==> config.mk <==
export PLATFORM = sky130hd
export DESIGN_NAME = sd_block_arbiter
export DESIGN_NICKNAME = d
export VERILOG_FILES = /design/src/rtl/sd_block_arbiter.sv
export SDC_FILE = /design/constraint.sdc
export NUM_CORES = 1
export LEC_CHECK = 0
export CORE_ASPECT_RATIO = 0.6
export CORE_MARGIN = 2
export CORE_UTILIZATION = 40
export DETAILED_ROUTE_END_ITERATION = 12
export PLACE_DENSITY = 0.71
export SLEW_MARGIN = 20
export SYNTH_ARGS = -nofsm -noshare
export SYNTH_HDL_FRONTEND = slang
export SYNTH_SLANG_ARGS = --single-unit
==> constraint.sdc <==
create_clock -name clk -period 4.03 [get_ports clk]
set_clock_uncertainty 0.2 [all_clocks]
set_input_delay 1.0075 -clock clk [delete_from_list [all_inputs] [get_ports clk]]
set_output_delay 1.0075 -clock clk [all_outputs]
set_load 0.05 [all_outputs]
==> src/rtl/sd_block_arbiter.sv <==
// sd_block_arbiter: round-robin sharing of one SPI-mode SD block reader between two clients,
// issuing one block read per grant and streaming its bytes to the owner with valid/ready.
module sd_block_arbiter #(
    parameter int BLOCK_BYTES = 512,
    parameter int TIMEOUT     = 1000000
) (
    input  logic        clk,
    input  logic        reset,
    input  logic [1:0]  req,
    input  logic [31:0] addr0,
    input  logic [31:0] addr1,
    output logic [1:0]  grant,
    output logic [7:0]  byte_data,
    output logic [1:0]  byte_valid,
    input  logic [1:0]  byte_ready,
    output logic        byte_last,
    output logic [1:0]  done,
    output logic        err,
    input  logic        sd_busy,
    output logic        sd_rd,
    output logic [31:0] sd_addr,
    input  logic [7:0]  sd_dout,
    input  logic        sd_dout_avail,
    output logic        sd_dout_taken,
    input  logic        sd_error
);
    localparam int CW = $clog2(BLOCK_BYTES) + 1;
    localparam int TW = $clog2(TIMEOUT + 1);
    typedef enum logic [2:0] {IDLE, ISSUE, WAIT_START, STREAM, FINISH} state_t;
    state_t state, state_n;
    logic [1:0] rr_ptr, pick;
    logic [CW-1:0] byte_cnt;
    logic [TW-1:0] timeout_cnt;
    logic held, active, capture, accept, last_acc, timed_out, fail;
    assign held   = |byte_valid;
    assign active = state == WAIT_START || state == STREAM;
    // rr_ptr holds the one-hot grant of the last served client; zero means nobody yet, so client 0 wins a tie
    assign pick   = req == 2'b11 ? (rr_ptr[0] ? 2'b10 : 2'b01) : req;
    always_comb begin
        fail      = state != IDLE && state != FINISH && sd_error;
        capture   = active && sd_dout_avail && !held && !sd_dout_taken && !sd_error;
        accept    = active && |(byte_valid & byte_ready);
        last_acc  = accept && byte_last;
        timed_out = active && !held && !capture && timeout_cnt == TW'(TIMEOUT - 1);
        state_n   = state;
        if (state == FINISH) state_n = IDLE;
        else if (fail || timed_out || last_acc) state_n = FINISH;
        else if (state == IDLE && !sd_busy && |req) state_n = ISSUE;
        else if (state == ISSUE) state_n = WAIT_START;
        else if (state == WAIT_START && capture) state_n = STREAM;
    end
    always_ff @(posedge clk or posedge reset) begin
        if (reset) begin
            state         <= IDLE;
            grant         <= 2'b00;
            rr_ptr        <= 2'b00;
            sd_addr       <= 32'd0;
            sd_rd         <= 1'b0;
            sd_dout_taken <= 1'b0;
            byte_data     <= 8'd0;
            byte_valid    <= 2'b00;
            byte_last     <= 1'b0;
            byte_cnt      <= '0;
            timeout_cnt   <= '0;
            done          <= 2'b00;
            err           <= 1'b0;
        end else begin
            state         <= state_n;
            sd_rd         <= state == IDLE && state_n == ISSUE;
            sd_dout_taken <= accept;
            done          <= state_n == FINISH ? grant : 2'b00;
            err           <= state_n == FINISH && (fail || timed_out);
            if (state == IDLE && state_n == ISSUE) begin
                grant   <= pick;
                sd_addr <= pick[1] ? addr1 : addr0;
            end
            if (state == FINISH) begin
                grant  <= 2'b00;
                rr_ptr <= grant;
            end
            if (state == ISSUE) begin
                byte_cnt    <= '0;
                timeout_cnt <= '0;
            end else if (capture) begin
                byte_data   <= sd_dout;
                byte_valid  <= grant;
                byte_last   <= byte_cnt == CW'(BLOCK_BYTES - 1);
                timeout_cnt <= '0;
            end else if (active && !held) begin
                timeout_cnt <= timeout_cnt + TW'(1);
            end
            if (accept) begin
                byte_valid <= 2'b00;
                byte_last  <= 1'b0;
                byte_cnt   <= byte_cnt + CW'(1);
            end
            if (state_n == FINISH) begin
                byte_valid <= 2'b00;
                byte_last  <= 1'b0;
            end
        end
    end
endmodule

# Word level (Yosys, flattened, before mapping)
# Index checks and enable logic that the tools add are counted.
[classes]
addsub = 2
eq_ne = 11
muxes = 24
bitwise_logic = 2
reduce_logical = 35
[op_table]
columns = ["cell", "n"]
rows = [
  ["$mux W20", 3],
  ["$mux W32", 1],
  ["$add A20 B1 Y20 const B", 1],
  ["$eq A20 B20 Y1 const B", 1],
  ["$mux W10", 2],
  ["$mux W2", 9],
  ["$logic_and A1 B1 Y1", 16],
  ["$mux W3", 5],
  ["$add A10 B1 Y10 const B", 1],
  ["$eq A10 B9 Y1 const B", 1],
  ["$reduce_bool A3 Y1", 3],
  ["$eq A3 B1 Y1 const B", 2],
  ["$eq A3 B2 Y1 const B", 2],
  ["$eq A3 B3 Y1 const B", 2],
  ["$reduce_or A2 Y1", 3],
  ["$logic_not A1 Y1", 5],
  ["$mux W1", 4],
  ["$reduce_and A2 Y1", 2],
  ["$reduce_bool A2 Y1", 2],
  ["$logic_not A3 Y1", 1],
  ["$logic_or A1 B1 Y1", 3],
  ["$ne A3 B2 Y1 const B", 1],
  ["$ne A3 B3 Y1 const B", 1],
  ["$and A2 B2 Y2", 1],
  ["other kinds (2)", 2],
]
[totals]
register_bits = 84
inputBits = 81
out_inout_bits = 50
word_cells = 87

# Longest topological paths before layout
[depth]
ltp_word = 17
ltp_mapped = 6
depth_no_buf = 5

# Least setup slack after synthesis
# No wires, ideal clock.
[synth_timing]
path_type = "input to register"
startpoint = "input sd_dout_avail"
endpoint = "register timeout_cnt[11]"
setup_ps = 118
arrival_time_ps = 2098
required_time_ps = 3712
slack_ps = 1614
path_stages = 6
path_buffers = 2
cell_sequence = "nor3b_4 nand2b_1 buf_2 buf_2 o21ai_0 a21o_1"
[synth_via]
elab_chain_len = 6
word_cells_on_any_way = 7
classes_between = "mux: 2; reduce/logical: 5"
[synth_lines]
columns = ["element", "line_no", "source"]
rows = [
  ["start, declared", "23", "input logic sd_dout_avail,"],
  ["$logic_and A1 B1 Y1 * (4 in a row)", "41", "capture = active && sd_dout_avail && !held && !sd_dout_taken && !sd_error;"],
  ["$mux W20", "84", "end else if (capture) begin"],
  ["$mux W20", "81", "if (state == ISSUE) begin"],
  ["end signal, assigned", "90", "timeout_cnt <= timeout_cnt + TW'(1);"],
  ["end, declared", "33", "logic [TW-1:0] timeout_cnt;"],
]
# Mark *: on every way between the ends. The rest lies on a longest branch, timed or not.
# A chain may end at the register's enable or synchronous reset.

# Final worst setup path
[layout_timing]
startpoint = "input sd_error"
endpoint = "register byte_last"
[layout_via]
elab_chain_len = 12
word_cells_on_any_way = 19
classes_between = "eq/ne: 2; mux: 6; reduce/logical: 11"
[layout_lines]
columns = ["element", "line_no", "source"]
rows = [
  ["start, declared", "25", "input logic sd_error"],
  ["parallel branches: the longest is 12 deep, another holds $mux W3", "--", ""],
  ["end signal, assigned", "87", "byte_last <= byte_cnt == CW'(BLOCK_BYTES - 1);"],
  ["end, declared", "16", "output logic byte_last,"],
]
# Several ways; the timed one is not identified.

==> results_tabular.tex <==
\begin{tabular}{lr}
\hline
Metric & Value \\
\hline
\multicolumn{2}{l}{\textbf{Status}} \\
\quad Run status & finished clean \\
\multicolumn{2}{l}{\textbf{Place}} \\
\quad Post-DP HPWL & 7.779 mm \\
\quad Placed cell count & around 660 \\
\quad Port-buffer cells & 130 \\
\quad Setup slack after placement & about 640 ps \\
\quad Routability Congestion & approximately 0.81 \\
\multicolumn{2}{l}{\textbf{Worst setup path}} \\
\quad Cells traversed along the worst timing path & clkdlybuf4s50\_1, nor3b\_4, nand2\_1, or4\_1, a211oi\_1 \\
\quad Sort of element at the end of the critical path & flop \\
\quad Crit-path slowest cell & or4\_1 \\
\quad Data arrival at the endpoint of the critical path & roughly 3000 ps \\
\quad Peak fanout along the critical path & 11 \\
\quad Kind of critical path & primary input to flop \\
\quad Startpoint kind of the worst setup timing path & primary input \\
\quad Data required, critical path & 4080 ps \\
\quad Delay of the slowest cell on the worst path & around 540 ps \\
\multicolumn{2}{l}{\textbf{Floorplan}} \\
\quad \# IOs & between 100 and 150 \\
\quad Die extent in y & 82.13 µm \\
\quad Chip Width & 134.2 µm \\
\quad Number of standard-cell rows in the floorplan & 28 \\
\quad Core footprint & 9879 µm² \\
\quad Starting density of the core & about 40\% \\
\quad Die ar. & 11,020 µm² \\
\multicolumn{2}{l}{\textbf{Clocking}} \\
\quad Reg clk slew, reported paths & about 60 ps \\
\quad Number of levels the H-tree was split into & 3 \\
\quad Clock tree buffer depth & 2 \\
\quad Cts repair resizes & 0 \\
\quad Clock insertion delay at the later pin of the skew report & $\sim$340 ps \\
\quad CTS hold repair buffers & 0 \\
\quad Clock tree sinks & 84 \\
\quad Root buffer cell & clkbuf\_16 \\
\quad Clock tree from TritonCTS & yes \\
\quad Buffers inserted during post-CTS setup optimization & 0 \\
\quad Total CTS buffers & 9 \\
\multicolumn{2}{l}{\textbf{STA}} \\
\quad Actual transition at the worst max-transition pin & about 790 ps \\
\quad Sum Neg Setup Slack & 0 ps \\
\quad Final hold violation count & 0 \\
\quad RSZ-0062 raised after global routing & false \\
\quad Pins over their slew limit & 0 \\
\quad Setup violators final & 0 \\
\quad Achievable frequency & roughly 330 MHz \\
\quad Max transition margin & 47.00\% \\
\quad Setup ws final & roughly 1000 ps \\
\quad Tmin final & around 3000 ps \\
\quad Period Utilization, post-route & about three quarters \\
\multicolumn{2}{l}{\textbf{Yosys}} \\
\quad Dominant synthesized flop cell & dfrtp\_1 \\
\quad Number of storage elements in the synthesis netlist & 84 \\
\quad Top cell type by total area after synthesis & dfrtp\_1 \\
\quad Top cell type's share of synthesized area & between 50 and 60\% \\
\quad Net count after synthesis & $\sim$500 \\
\quad Synth warnings & 0 \\
\quad Count of different cell masters after synthesis & between 50 and 60 \\
\quad Post-Syn Instances & 414 \\
\quad Number of enable-type register cells in the synthesized netlist & 0 \\
\quad Synthesized cell area & between 4000 and 5000 µm² \\
\quad Largest cells by area after synthesis & dfrtp\_1 (52\%), mux2i\_1 (8.9\%), nand2\_1 (7.4\%) \\
\quad Post-synthesis async set-or-reset flop share & 100.0\% \\
\quad Mean area per synthesized cell & 9.828 µm² \\
\quad Share of synthesized area occupied by flip-flops and latches & between 50\% and 60\% \\
\multicolumn{2}{l}{\textbf{Power}} \\
\quad Power per standard cell area & 672.5 nW/µm² \\
\quad Leakage power & about 2.6 nW \\
\quad Peak supply drop & approximately 0.00038 V \\
\multicolumn{2}{l}{\textbf{Global route}} \\
\quad Via count of the first global-routing pass & between 3,000 and 4,000 \\
\quad Pin count of the biggest net entering global routing & 66 \\
\quad First-pass GRT wire length & 17.24 mm \\
\quad Antenna violations before repair & 0 \\
\quad Overall routing resource usage & between 20\% and 30\% \\
\quad GRT Residual Overflow & 0 \\
\multicolumn{2}{l}{\textbf{Routing}} \\
\quad Total number of vias & 3,510 \\
\quad Average routed wire per standard cell & roughly 15 µm \\
\quad First drt pass iteration count & 5 \\
\quad Number of DRC markers in iteration 0 & 218 \\
\quad Routed wire length & between 10 and 15 mm \\
\quad Remaining antenna violation count & 0 \\
\quad Via/cell ratio & 5.185 \\
\quad Number of DRC violations after detailed routing & 0 \\
\multicolumn{2}{l}{\textbf{Worst hold path}} \\
\quad Worst min-delay path category & flop to flop \\
\multicolumn{2}{l}{\textbf{Final layout}} \\
\quad Most frequent standard cell in the layout excluding fill and tap cells & clkdlybuf4s50\_1 \\
\quad P\&R area growth vs syn & 42.34\% \\
\quad Finished Layout Cells & just under 700 \\
\quad Commonest non-fill, non-tap cells in the layout & clkdlybuf4s50\_1 (130), dfrtp\_1 (84), nand2\_1 (80) \\
\quad Share of final-layout standard cells stronger than drive strength 1 & about 6\% \\
\quad Count of inserted antenna diode cells & 0 \\
\quad Final-stage net count & 620 \\
\multicolumn{2}{l}{\textbf{Run}} \\
\quad Maximum Capacitance Violations & 0 \\
\hline
\end{tabular}
-- cells by family (layout without fill, tap and decap cells) --
| group | after synthesis | after routing | synth area share [%] |
|---|---|---|---|
| AO/OA/AOI/OAI | 98 | 98 | 14.61 |
| buffers and inverters | 36 | 164 | 3.782 |
| adder cells (fa/ha/maj) | 2 | 2 | 0.6149 |
| multiplexers | 37 | 37 | 9.133 |
| flip-flops | 84 | 84 | 51.66 |
| AND/OR/NAND/NOR | 157 | 157 | 20.20 |
-- registers in the layout (all words and copies together) (netlist names) --
register,count
done,2
byte_last,1
byte_data,8
byte_cnt,10
err,1
rr_ptr,1
sd_rd,1
state,3
timeout_cnt,20
sd_dout_taken,1
sd_addr,32
grant,2
byte_valid,2
-- synthesized netlist by cell type (all sizes together) (2+ instances only) --
master and n:
dfrtp 84, nand2 81, o21ai 53, mux2i 36
nand3 16, clkbuf 14, inv 12, buf 10
a31oi 9, or3 8, and3 7, nor2 7
a21oi 6, nor3 6, a21o 5, nand4 5
nor4 5, o311ai 4, a22oi 3, nand2b 3
nor3b 3, nor4b 3, o211ai 3, or4 3
a22o 2, a41oi 2, and2 2, and4 2
ha 2, nor2b 2, o21a 2, o31ai 2
o41ai 2, or4b 2
-- final cells by class --
cell class              count  area [µm²]
clock buffers              10       229.0
multi-input cells         294        1836
repair buffers            136        1346
inverters                  12       46.29
flip-flops and latches     84        2102
fillers                   851        4088
well taps                 135       168.9
clock inverters             6       63.81
-- layer usage --
layer	vias to the layer above	global-route usage (%)	part of all wire (%)	wire, µm
met5	-	0	0	0
met4	0	4.316	0.78	81
met3	6	8.608	8.3	854
met2	106	29.23	43	4478
met1	1667	28.16	48	4920
li1	1731	-	-	-
-- power by group --
part	total (mW)	switching, mW	internal, mW
Combinational	1.84	1.23	0.614
Sequential	1.24	0.157	1.08
Clock	0.819	0.339	0.480
-- critical path, delay by kind of cell --
| kind | cells | cell delay [ps] |
|---|---|---|
| AND/OR/NAND/NOR | 3 | 1340 |
| buffers and inverters | 1 | 500 |
| AO/OA/AOI/OAI | 1 | 230 |
-- stage by stage --
step,total power [mW],hold slack (ps),instance area [µm²],utilization [%]
finish,3.895,271.3,5792,58.62
global placement,3.075,253.5,5499,55.66
CTS,3.931,275.7,5792,58.62
global route,4.114,296.9,5792,58.62
floorplan,2.436,237.0,4069,-
detailed placement,3.102,266.2,5499,55.66
-- final timing paths --
check	startpoint	end	slack (ps)	cells after the start
worst max-delay path	sd_error	byte_last	1000	5
worst max register to register	state[2]	timeout_cnt[15]	1760	5
max in group asynchronous	reset	timeout_cnt[12]	1980	3
min in group asynchronous	reset	sd_addr[21]	910	2
worst min-delay path	byte_cnt[9]	byte_cnt[9]	270	1
worst min register to register	byte_cnt[9]	byte_cnt[9]	270	1
No activity file was read; power rests on OpenSTA's default activity.
